File: src/rtl/mul_appr_pipe.sv
// -----------------------------------------------------------------------------
// mul_appr_pipe
//
// Pipelined WIDTH x WIDTH multiplier with per-operation selection of exact or
// lower-part-OR approximate mode. Signed operands are multiplied as
// magnitudes, and the sign is applied at the end with a conditional
// two's-complement negate.
//
// In approximate mode the partial-product columns below APPR_BITS are not
// added. Each of those columns is the OR of its row bits. The columns at or
// above APPR_BITS are summed exactly, and no carry enters them from below.
//
// Pipeline (fixed three stages, one global stall signal):
//   S1  operand magnitudes, sign of result, mode, tag
//   S2  exact high-column sum and low-column OR vector
//   S3  combined product after the conditional negate (drives out/out_tag)
//
// Ports:
//   clk        rising-edge clock
//   rst        synchronous, active-high reset
//   in_valid   operation presented
//   in_ready   operation accepted this cycle (== adv, combinational on out_ready)
//   A, B       WIDTH-bit operands
//   in_signed  1: operands are two's complement, 0: unsigned
//   in_appr    1: approximate mode, 0: exact
//   in_tag     opaque TAG_W-bit tag carried with the operation
//   out_valid  result presented
//   out_ready  consumer accepts the result
//   out        2*WIDTH-bit product
//   out_tag    tag of the operation currently in out
//   appr_cnt   approximate-mode results delivered since reset (saturating)
// -----------------------------------------------------------------------------
module mul_appr_pipe #(
    parameter int WIDTH     = 16,
    parameter int APPR_BITS = 16,
    parameter int TAG_W     = 4
) (
    input  logic               clk,
    input  logic               rst,
    input  logic               in_valid,
    output logic               in_ready,
    input  logic [WIDTH-1:0]   A,
    input  logic [WIDTH-1:0]   B,
    input  logic               in_signed,
    input  logic               in_appr,
    input  logic [TAG_W-1:0]   in_tag,
    output logic               out_valid,
    input  logic               out_ready,
    output logic [2*WIDTH-1:0] out,
    output logic [TAG_W-1:0]   out_tag,
    output logic [31:0]        appr_cnt
);

    localparam int PW = 2 * WIDTH;

    // Columns that are OR-ed instead of added when approximate mode is selected.
    localparam logic [PW-1:0] LO_MASK = PW'((65'd1 << APPR_BITS) - 65'd1);

    // Global advance: the whole pipeline moves when the output slot is empty
    // or is being drained this cycle. Bubbles are kept in place.
    logic adv;

    assign adv      = !out_valid || out_ready;
    assign in_ready = adv;

    // ---------------------------------------------------------------- S1 input
    logic [WIDTH-1:0] a_mag;
    logic [WIDTH-1:0] b_mag;
    logic             in_neg;

    // The most negative value negates to itself. Read as unsigned, that is
    // exactly its magnitude 2^(WIDTH-1).
    assign a_mag  = (in_signed && A[WIDTH-1]) ? -A : A;
    assign b_mag  = (in_signed && B[WIDTH-1]) ? -B : B;
    assign in_neg = in_signed && (A[WIDTH-1] ^ B[WIDTH-1]);

    logic             s1_valid;
    logic [WIDTH-1:0] s1_a_mag;
    logic [WIDTH-1:0] s1_b_mag;
    logic             s1_neg;
    logic             s1_appr;
    logic [TAG_W-1:0] s1_tag;

    // ------------------------------------------------ S2 column-split reduction
    logic [PW-1:0] col_mask;
    logic [PW-1:0] row;
    logic [PW-1:0] hi_sum;
    logic [PW-1:0] lo_or;

    // NOTE: combinational blocks use blocking assignments and give every
    // target a default first, so the loop accumulates in order and no latch
    // is inferred.
    always_comb begin
        col_mask = s1_appr ? LO_MASK : '0;
        row      = '0;
        hi_sum   = '0;
        lo_or    = '0;
        for (int i = 0; i < WIDTH; i++) begin
            row    = s1_b_mag[i] ? (PW'(s1_a_mag) << i) : '0;
            hi_sum = hi_sum + (row & ~col_mask);
            lo_or  = lo_or | (row & col_mask);
        end
    end

    logic             s2_valid;
    logic [PW-1:0]    s2_hi;
    logic [PW-1:0]    s2_lo;
    logic             s2_neg;
    logic             s2_appr;
    logic [TAG_W-1:0] s2_tag;

    // ------------------------------------------------------- S3 combine/negate
    logic [PW-1:0] p_comb;
    logic [PW-1:0] result;

    // The two parts occupy disjoint columns, so OR-ing them is the same as
    // adding them. In exact mode the low vector is all zero.
    assign p_comb = s2_hi | s2_lo;
    assign result = s2_neg ? -p_comb : p_comb;

    logic out_appr;

    // -------------------------------------------------- control and outputs
    // NOTE: sequential state uses non-blocking assignments only, so every
    // stage samples the previous value of its upstream stage.
    always_ff @(posedge clk) begin
        if (rst) begin
            s1_valid  <= 1'b0;
            s2_valid  <= 1'b0;
            out_valid <= 1'b0;
            out       <= '0;
            out_tag   <= '0;
            out_appr  <= 1'b0;
            appr_cnt  <= '0;
        end else begin
            if (out_valid && out_ready && out_appr && (appr_cnt != 32'hFFFF_FFFF))
                appr_cnt <= appr_cnt + 32'd1;

            if (adv) begin
                s1_valid  <= in_valid;
                s2_valid  <= s1_valid;
                out_valid <= s2_valid;
                // Bubbles leave out/out_tag at their last delivered value.
                if (s2_valid) begin
                    out      <= result;
                    out_tag  <= s2_tag;
                    out_appr <= s2_appr;
                end
            end
        end
    end

    // ------------------------------------------------------------ datapath
    // NOTE: the datapath registers have no reset. Their contents only matter
    // when the matching stage valid bit is set, and that bit is reset.
    always_ff @(posedge clk) begin
        if (adv) begin
            s1_a_mag <= a_mag;
            s1_b_mag <= b_mag;
            s1_neg   <= in_neg;
            s1_appr  <= in_appr;
            s1_tag   <= in_tag;

            s2_hi    <= hi_sum;
            s2_lo    <= lo_or;
            s2_neg   <= s1_neg;
            s2_appr  <= s1_appr;
            s2_tag   <= s1_tag;
        end
    end

endmodule
File: config.mk
export PLATFORM = sky130hd
export DESIGN_NAME = mul_appr_pipe
export DESIGN_NICKNAME = d
export VERILOG_FILES = /design/src/rtl/mul_appr_pipe.sv
export SDC_FILE = /design/constraint.sdc
export NUM_CORES = 1
export LEC_CHECK = 0
export ABC_CLOCK_PERIOD_IN_PS = 5900
export CAP_MARGIN = 20
export CORE_MARGIN = 1
export CORE_UTILIZATION = 30
export CTS_CLUSTER_SIZE = 24
export DETAILED_ROUTE_END_ITERATION = 12
export PLACE_DENSITY_LB_ADDON = 0.25
export SLEW_MARGIN = 40
export SYNTH_ARGS = -nofsm -noshare
export SYNTH_HDL_FRONTEND = slang
export SYNTH_SLANG_ARGS = --single-unit
File: constraint.sdc
create_clock -name clk -period 5.9 [get_ports clk]
set_input_delay 0.885 -clock clk [delete_from_list [all_inputs] [get_ports clk]]
set_output_delay 0.885 -clock clk [all_outputs]
set_load 0.03 [all_outputs]
# After elaboration in Yosys (flattened, before gate mapping)
# Cells that the tools add are included.
# totals
elab_cells,116
output_inout_bits,70
in_bits,42
ff_bits,180
# op_classes
n_reduce_logical,9
eq_ne,1
n_bitwise,50
n_mux,20
add_sub_neg,19
# ops
op,count
32-bit adder,15
16-bit 2-to-1 mux,4
32-bit by 1-bit adder with 32-bit output (second input constant),1
16-bit by 32-bit bitwise AND with 32-bit output,1
17-bit by 32-bit bitwise AND with 32-bit output,1
18-bit by 32-bit bitwise AND with 32-bit output,1
19-bit by 32-bit bitwise AND with 32-bit output,1
20-bit by 32-bit bitwise AND with 32-bit output,1
21-bit by 32-bit bitwise AND with 32-bit output,1
22-bit by 32-bit bitwise AND with 32-bit output,1
23-bit by 32-bit bitwise AND with 32-bit output,1
24-bit by 32-bit bitwise AND with 32-bit output,1
25-bit by 32-bit bitwise AND with 32-bit output,1
26-bit by 32-bit bitwise AND with 32-bit output,1
27-bit by 32-bit bitwise AND with 32-bit output,1
28-bit by 32-bit bitwise AND with 32-bit output,1
29-bit by 32-bit bitwise AND with 32-bit output,1
30-bit by 32-bit bitwise AND with 32-bit output,1
31-bit by 32-bit bitwise AND with 32-bit output,1
32-bit 2-to-1 mux,1
32-bit != test (second input constant),1
16-bit negator,2
32-bit negator,1
16-bit NOT with 32-bit output,1
other kinds (52),57

# Depth between registers and ports, before layout
# Gate-level depths: netlist (run 1).
# depth
ltp_word,18
ltp_mapped,23
mapped_depth_nobuf,20

# Worst setup path after synthesis (run 1)
# OpenSTA, ideal clock, no wires.
# synth_path
path_kind,register to register
from,register s1_a_mag[1]
to,register s2_hi[24] (data pin)
arrival_time_ns,5.755
required_time_ns,5.639
setup_slack_ns,-0.116
setup_time_ns,0.261
path_stages_with_launch,22
n_path_buf,3
synth_period_minus_slack_ns,6.016
path_cell_list,edfxtp_1 -> clkbuf_1 -> nor2b_1 -> clkbuf_1 -> nand2_1 -> fa_1 -> inv_1 -> fa_1 -> fa_1 -> fa_1 -> fa_1 -> inv_1 -> fa_1 -> inv_1 -> ha_1 -> clkbuf_1 -> and3_1 -> a31o_2 -> a21oi_1 -> o21a_1 -> o21ai_1 -> a311o_1
# synth_between
elab_chain_len,17
elab_cells_between_ends,47
cone_classes,add/sub (15); mux (16); bitwise (16)
# synth_lines
element,line_no,source
start: declaration,78,logic [WIDTH-1:0] s1_a_mag;
start signal: assignment,158,s1_a_mag <= a_mag;
16-bit 2-to-1 mux / 17-bit 2-to-1 mux (equally long branches),99,row = s1_b_mag[i] ? (PW'(s1_a_mag) << i) : '0;
16-bit by 32-bit bitwise AND with 32-bit output / 17-bit by 32-bit bitwise AND with 32-bit output (equally long branches),100,hi_sum = hi_sum + (row & ~col_mask);
32-bit adder (14 in series),100,
32-bit adder *,100,
net hi_sum[24],87,logic [PW-1:0] hi_sum;
end signal: assignment,164,s2_hi <= hi_sum;
end: declaration,106,logic [PW-1:0] s2_hi;
# Mark *: on every way through the listed nets, which the timed path passes. The rest lies on a longest branch.
# A chain may end at the register's enable or synchronous reset.

# Worst setup path in the final report (run 1)
# layout_path
from,register s1_appr
to,register s2_hi[24] (data pin)
# layout_between
elab_chain_len,18
elab_cells_between_ends,33
cone_classes,add/sub (15); mux (1); bitwise (17)
# layout_lines
element,line_no,source
start: declaration,81,logic s1_appr;
start signal: assignment,161,s1_appr <= in_appr;
16-bit 2-to-1 mux *,94,col_mask = s1_appr ? LO_MASK : '0;
16-bit NOT with 32-bit output *,100,
16-bit by 32-bit bitwise AND with 32-bit output / 17-bit by 32-bit bitwise AND with 32-bit output (equally long branches),100,
32-bit adder (14 in series),100,
32-bit adder *,100,
net hi_sum[24],87,
# Marks and branches as above.

==> metrics.md, run 1 <==
| Metric | Value |
|---|---|
| Status | complete, no violations |
| Reg2reg setup slack | between 10 and 15 ps |
| CP Capture Point | s2_hi[24] |
| Syn_area_per_cell | around 9.4 µm² |
| Wire per inst | 17.1 µm |
| TNS Setup | 0 ps |
| Setup crit end kind | flip-flop |
| Area leader, netlist | fa_1 |
| Fmax | about 170 MHz |
| R2R depth | 19 |
| Setup violators final | 0 |
| Ys Warns | 0 |
| Slew headroom | 48.7% |
| M2 GR Usage | 26.6% |
| Post-Syn Instances | 1,737 |
| Setup crit start | s1_appr |
| Sequential area share after synthesis | 25.8% |
| First-pass GRT wire length | 71,500 µm |
| Async set-reset flop share out of synthesis | 0% |
| Remaining routing DRC violations | 0 |
| RSZ-0062 raised after global routing | yes |
| Initial antenna violation count | 0 |
| Yosys reg bits | 164 |
| CP Launch Type | flip-flop |
| Global placement routability congestion | between 0.8 and 0.9 |
| Core area | between 0.05 and 0.06 mm² |
| Die Wd | around 240 µm |
| Post-synth top flop | edfxtp_1 |
| Tot GR Track Use | 16.3% |
| Largest net degree at the start of global routing | 73 |
| Hold_buf cts | 0 |
| Cell with the most instances after synthesis | nand2_1 |
| Num CTS Buffers | 17 |
| Mapped Area | 0.0163 mm² |
| Synth cell types | 68 |
| GRT overflow | 0 |
| Final Skew | 12.9 ps |
| Cell mode on critical path | buf_6 |
| Syn Nets | 2,076 |
| Arr. time, crit path | 6090 ps |
| Post-synth top cells | 228 x nand2_1, 204 x inv_1, 198 x fa_1 |
| Clock buffer depth | 2 |
| HP Class | flip-flop to flip-flop |
| Die ar. | between 0.05 and 0.06 mm² |
| Antenna Cells | 0 |
| Slowest CP cell | fa_1 |
| Input/output buffers | 111 |
| Cell Rows | 85 |
| Worst Path Class, Setup | flip-flop to flip-flop |
| Fill count | between 5,000 and 6,000 |
| Met3 usage | 3.46% |
| Die H | approximately 240 µm |
| Register area | 0.00420 mm² |
| Initial Util | 30.3% |
| Finished Layout Cells | 2,618 |
| Antenna-violating nets left | 0 |
| Root Buffer | clkbuf_16 |
| Later-pin clock latency in the skew report | between 400 and 500 ps |
| Vias | 13,000 |
| HPWL reported at the end of detailed placement | 34,700 µm |
| CTS tree | yes |
| Synth-to-layout area growth | 23.7% |
| Final WL | around 45,000 µm |
| Clock sink count | around 160 |
| Post-layout nets | between 2,000 and 2,500 |
| Crit share post-route | 99.8% |
| Multi-input gate area in the final layout | 0.0113 mm² |
| Cell Chain, Critical Path | buf_6 -> buf_6 -> nor2b_4 -> buf_6 -> buf_6 -> and2_4 -> fa_1 -> fa_1 -> fa_2 -> fa_2 -> fa_1 -> fa_2 -> ha_4 -> a21o_1 -> a31o_2 -> a21oi_2 -> o21a_1 -> o21ai_2 -> a311o_1 |
| Top-area cell type share of the netlist area | 24.3% |
| Vias per cell | 4.95 |
| Crit path time final | 5890 ps |
| Synth top area cells | fa_1 24%, edfxtp_1 17%, dfxtp_1 8.8% |
| Reg-to-reg endpoint | s2_hi[24] |
| Slew Viols, Final | 0 |
| Clock slew at reported path FFs | 70 ps |
| Ports | 112 |
| Number of max-cap violations | 0 |
| Starting DRT DRC Count | 694 |
| CP required | 6100 ps |
| Met1 Track Usage GR | 21.6% |
| Hold Vio Cnt, Final | 0 |
| Layout cells sized above 1 | 13.9% |
| Dpl cells | 2,560 |
| Post-synth EDFFs | 92 |
| CTS H-tree depth | 4 |
| FF-to-FF Start | s1_appr |
| Largest fanout on the critical path | 5 |
| 1st-pass router iterations | 6 |
| Final Util | 37.5% |
| Busiest grt layer | met2 |
| Vias in the first global route | 13,300 |
| Max incr delay on CP | 580 ps |
| Slew @ Worst Pin | 770 ps |
==> cell families (layout without fill, tap and decap cells) <==
kind of cell / count (synthesis) / in the layout / share of synthesized area, %
multiplexers: 3 / 3 / 0.184
XOR/XNOR: 90 / 90 / 4.83
AND/OR/NAND/NOR: 594 / 594 / 18.3
buffers and inverters: 316 / 501 / 7.36
adder cells (fa/ha/maj): 297 / 297 / 31.9
flip-flops: 164 / 164 / 25.8
AO/OA/AOI/OAI: 273 / 273 / 11.7
==> timing repair <==
action	in CTS	in global routing
resized for setup	30	58
setup buffers	10	16
endpoints found under the setup margin	13	15
pin swaps	12	42
cloned	1	0
==> per-stage QoR <==
| step | hold WS (ps) | area (µm²) | setup slack (ps) |
|---|---|---|---|
| floorplan | 400 | 16300 | 5.41 |
| global placement | 402 | 19000 | -214 |
| detailed placement | 410 | 19000 | -285 |
| CTS | 428 | 19800 | 1.17 |
| global route | 439 | 20200 | -172 |
| finish | 425 | 20200 | 10.8 |
==> cell type report <==
type / instances / share of cell area (%)
sequential: 164 / 20.8
tap: 696 / 4.32
clock inverter: 15 / 0.583
multi-input combinational: 1257 / 56.1
clock buffer: 17 / 2.11
timing repair buffer: 264 / 12.2
inverter: 205 / 3.81
==> state kept, by name, indices dropped and copies added (netlist names) <==
name,cells
out,32
s2_tag,4
s2_hi,32
s2_appr,1
s1_tag,4
s2_neg,1
out_appr,1
s2_valid,1
s1_a_mag,16
s1_b_mag,16
s1_neg,1
appr_cnt,32
out_tag,4
s1_valid,1
s2_lo,16
out_valid,1
s1_appr,1
==> critical path, delay by kind of cell (launching register included) <==
kind	cells	cell delay (ps)
fa+ha+maj	7	3310
compound gates	6	1110
buf+inv	4	510
flops	1	420
simple gates	2	290
==> layer usage <==
metal	part of all wire, %	wire (µm)	vias to the layer above
met5	0	0	-
met4	1.9	841	0
met3	6.0	2690	66
met2	46	20700	398
met1	46	20500	6332
li1	-	-	6158
==> cells in the final DEF, fill, tap and decap left out, types with 15 or more instances in the layout <==
master	netlist	final
and3_1	18	16
nand3_1	24	22
a22o_1	16	16
a31oi_1	15	15
clkdlybuf4s50_1	0	110
xor2_1	36	36
and2_1	117	114
a22oi_1	23	23
o21ai_1	22	19
nand2_1	228	223
dfxtp_1	72	72
inv_1	204	202
ha_1	99	88
a21oi_1	63	61
clkbuf_16	0	17
nor3_1	25	24
xnor2_1	54	54
buf_4	0	129
fa_1	198	185
a221oi_1	19	19
nand4_1	15	15
nor2_1	81	78
o21ai_0	16	16
a21o_1	15	15
edfxtp_1	92	92
==> how the worst min path moves through the flow <==
stage | end | start | slack, ps | cells past startpoint
CTS | s2_tag[2] | s1_tag[2] | 430 | 0
global placement | s2_tag[0] | s1_tag[0] | 400 | 0
floorplan | s2_neg | s1_neg | 400 | 0
detailed placement | s2_tag[2] | s1_tag[2] | 410 | 0
global route | s2_tag[1] | s1_tag[1] | 440 | 0
finish | s2_tag[3] | s1_tag[3] | 420 | 0
Power of run 1 is not shown: default switching activity piles up to over one toggle a cycle in this logic, so the estimate is an artifact.
==> run 2: changes to the inputs <==
--- a/config.mk
+++ b/config.mk
@@ -7,11 +7,11 @@
 export LEC_CHECK = 0
 export ABC_CLOCK_PERIOD_IN_PS = 5900
 export CAP_MARGIN = 20
-export CORE_MARGIN = 1
 export CORE_UTILIZATION = 30
 export CTS_CLUSTER_SIZE = 24
 export DETAILED_ROUTE_END_ITERATION = 12
 export PLACE_DENSITY_LB_ADDON = 0.25
+export SKIP_CTS_REPAIR_TIMING = 1
 export SLEW_MARGIN = 40
 export SYNTH_ARGS = -nofsm -noshare
 export SYNTH_HDL_FRONTEND = slang
==> metrics.md, run 2 (synthesis results as in run 1) <==
| Metric | Value |
|---|---|
| Status | complete, no violations |
| Die Wd | 235 µm (unchanged) |
| Crit path time final | 5880 ps (-4.61 ps) |
| Vias per cell | 4.95 (about the same) |
| Layout cells sized above 1 | 13.7% (-0.25 points) |
| Remaining routing DRC violations | 0 (unchanged) |
| GRT overflow | 0 (unchanged) |
| Cell Rows | 85 (unchanged) |
| Vias | 12,900 (-0.25%) |
| Root Buffer | clkbuf_16 |
| Core area | 0.0538 mm² (unchanged) |
| Slowest CP cell | fa_2 |
| Worst Path Class, Setup | flip-flop to flip-flop |
| CTS tree | yes |
| Synth-to-layout area growth | 23.5% |
| Hold Vio Cnt, Final | 0 (unchanged) |
| Arr. time, crit path | 6080 ps (about the same) |
| Number of max-cap violations | 0 (unchanged) |
| Clock sink count | 164 (unchanged) |
| Initial Util | 30.3% (unchanged) |
| Cell Chain, Critical Path | buf_12 -> nor2b_1 -> buf_4 -> buf_6 -> nand2_4 -> fa_1 -> inv_2 -> fa_1 -> fa_2 -> fa_2 -> fa_1 -> fa_2 -> ha_4 -> a21o_1 -> a31o_2 -> a21oi_2 -> o21a_1 -> o21ai_2 -> a311o_1 |
| Largest net degree at the start of global routing | 73 (unchanged) |
| Vias in the first global route | 13,200 (-0.88%) |
| Setup crit end kind | flip-flop |
| Initial antenna violation count | 0 (unchanged) |
| Num CTS Buffers | 17 (unchanged) |
| Clock buffer depth | 2 (unchanged) |
| Antenna-violating nets left | 0 (unchanged) |
| Slew Viols, Final | 0 (unchanged) |
| Final Util | 37.4% (-0.070 points) |
| 1st-pass router iterations | 8 (+2) |
| First-pass GRT wire length | 70,900 µm (-0.84%) |
| HP Class | flip-flop to flip-flop |
| Slew headroom | 49.3% (+0.66 points) |
| Global placement routability congestion | 0.853 (unchanged) |
| Input/output buffers | 111 (unchanged) |
| Met3 usage | 3.26% (-0.20 points) |
| Later-pin clock latency in the skew report | 450 ps (about the same) |
| M2 GR Usage | 26.3% (-0.33 points) |
| Wire per inst | 17.1 µm (+0.26%) |
| Final Skew | 16.5 ps (+3.62 ps) |
| Met1 Track Usage GR | 21.6% (+0.045 points) |
| Starting DRT DRC Count | 676 (-2.6%) |
| CP Launch Type | flip-flop |
| Slew @ Worst Pin | 755 ps (-14.6 ps) |
| Commonest cells after routing, fill and taps aside | 223 x nand2_1, 197 x inv_1, 188 x fa_1 |
| Post-layout nets | 2,239 (-0.40%) |
| Setup violators final | 0 (unchanged) |
| HPWL reported at the end of detailed placement | 34,700 µm (unchanged) |
| Hold WS | 425 ps (+0.00300 ps) |
| RSZ-0062 raised after global routing | yes |
| Tot GR Track Use | 16.2% (-0.14 points) |
| CTS H-tree depth | 4 (unchanged) |
| Die H | 235 µm (unchanged) |
| Crit share post-route | 99.7% (about the same) |
| Most common cell after layout, fill and taps aside | nand2_1 |
| CP required | 6100 ps (about the same) |
| WP buf/inv | 4 (unchanged) |
| Ports | 112 (unchanged) |
| Clock slew at reported path FFs | 70 ps (about the same) |
| Final WL | 44,600 µm (about the same) |
| Busiest grt layer | met2 |
| Die ar. | 0.0553 mm² (unchanged) |
| Regs by FF count | appr_cnt (32), out (32), s2_hi (32) |
| Max incr delay on CP | 580 ps (about the same) |
| Largest fanout on the critical path | 8 (+3) |
| Antenna Cells | 0 (unchanged) |
| CP delay by family, top | adder cells |
| Fmax | 170 MHz (about the same) |
[run 2: final timing paths]
path,startpoint,endpoint,slack [ps],depth (start not counted)
worst max-delay path,s1_appr,s2_hi[24],20,19
worst min-delay path,s1_tag[3],s2_tag[3],420,0
worst max register to register,s1_appr,s2_hi[24],20,19
worst min register to register,s1_tag[3],s2_tag[3],420,0
[run 2: worst reg2reg max path: stages, from the launching register on]
cell and delay [ps]:
edfxtp_1 540, buf_12 210, nor2b_1 110, buf_4 150
buf_6 110, nand2_4 50, fa_1 520, inv_2 40
fa_1 530, fa_2 460, fa_2 580, fa_1 450
fa_2 580, ha_4 210, a21o_1 170, a31o_2 210
a21oi_2 120, o21a_1 200, o21ai_2 80, a311o_1 320
[run 2: per-stage QoR]
step	std cells	worst slack [ps]	setup TNS, ps	cell area (µm²)
2_1_floorplan	1737	5.41	0	16300
3_3_place_gp	2560	-214	-1230	19000
3_5_place_dp	2560	-285	-2110	19000
4_1_cts	2592	-290	-2190	19500
5_1_grt	2609	-167	-988	20100
6_report	2609	15.4	0	20100
[run 2: cell type report]
type,count,area (µm²)
timing repair buffer,255,2400
clock buffer,17,425
multi-input combinational,1257,11400
fill,5419,33700
tap,696,871
sequential,164,4200
clock inverter,15,118
inverter,205,769
[run 2: layer usage]
| metal | vias to the layer above | wire [µm] |
|---|---|---|
| met1 | 6321 | 20400 |
| met2 | 390 | 20700 |
| met3 | 76 | 2640 |
| li1 | 6135 | - |
| met5 | - | 0 |
| met4 | 0 | 889 |
Power of run 2 is left out for the same reason.
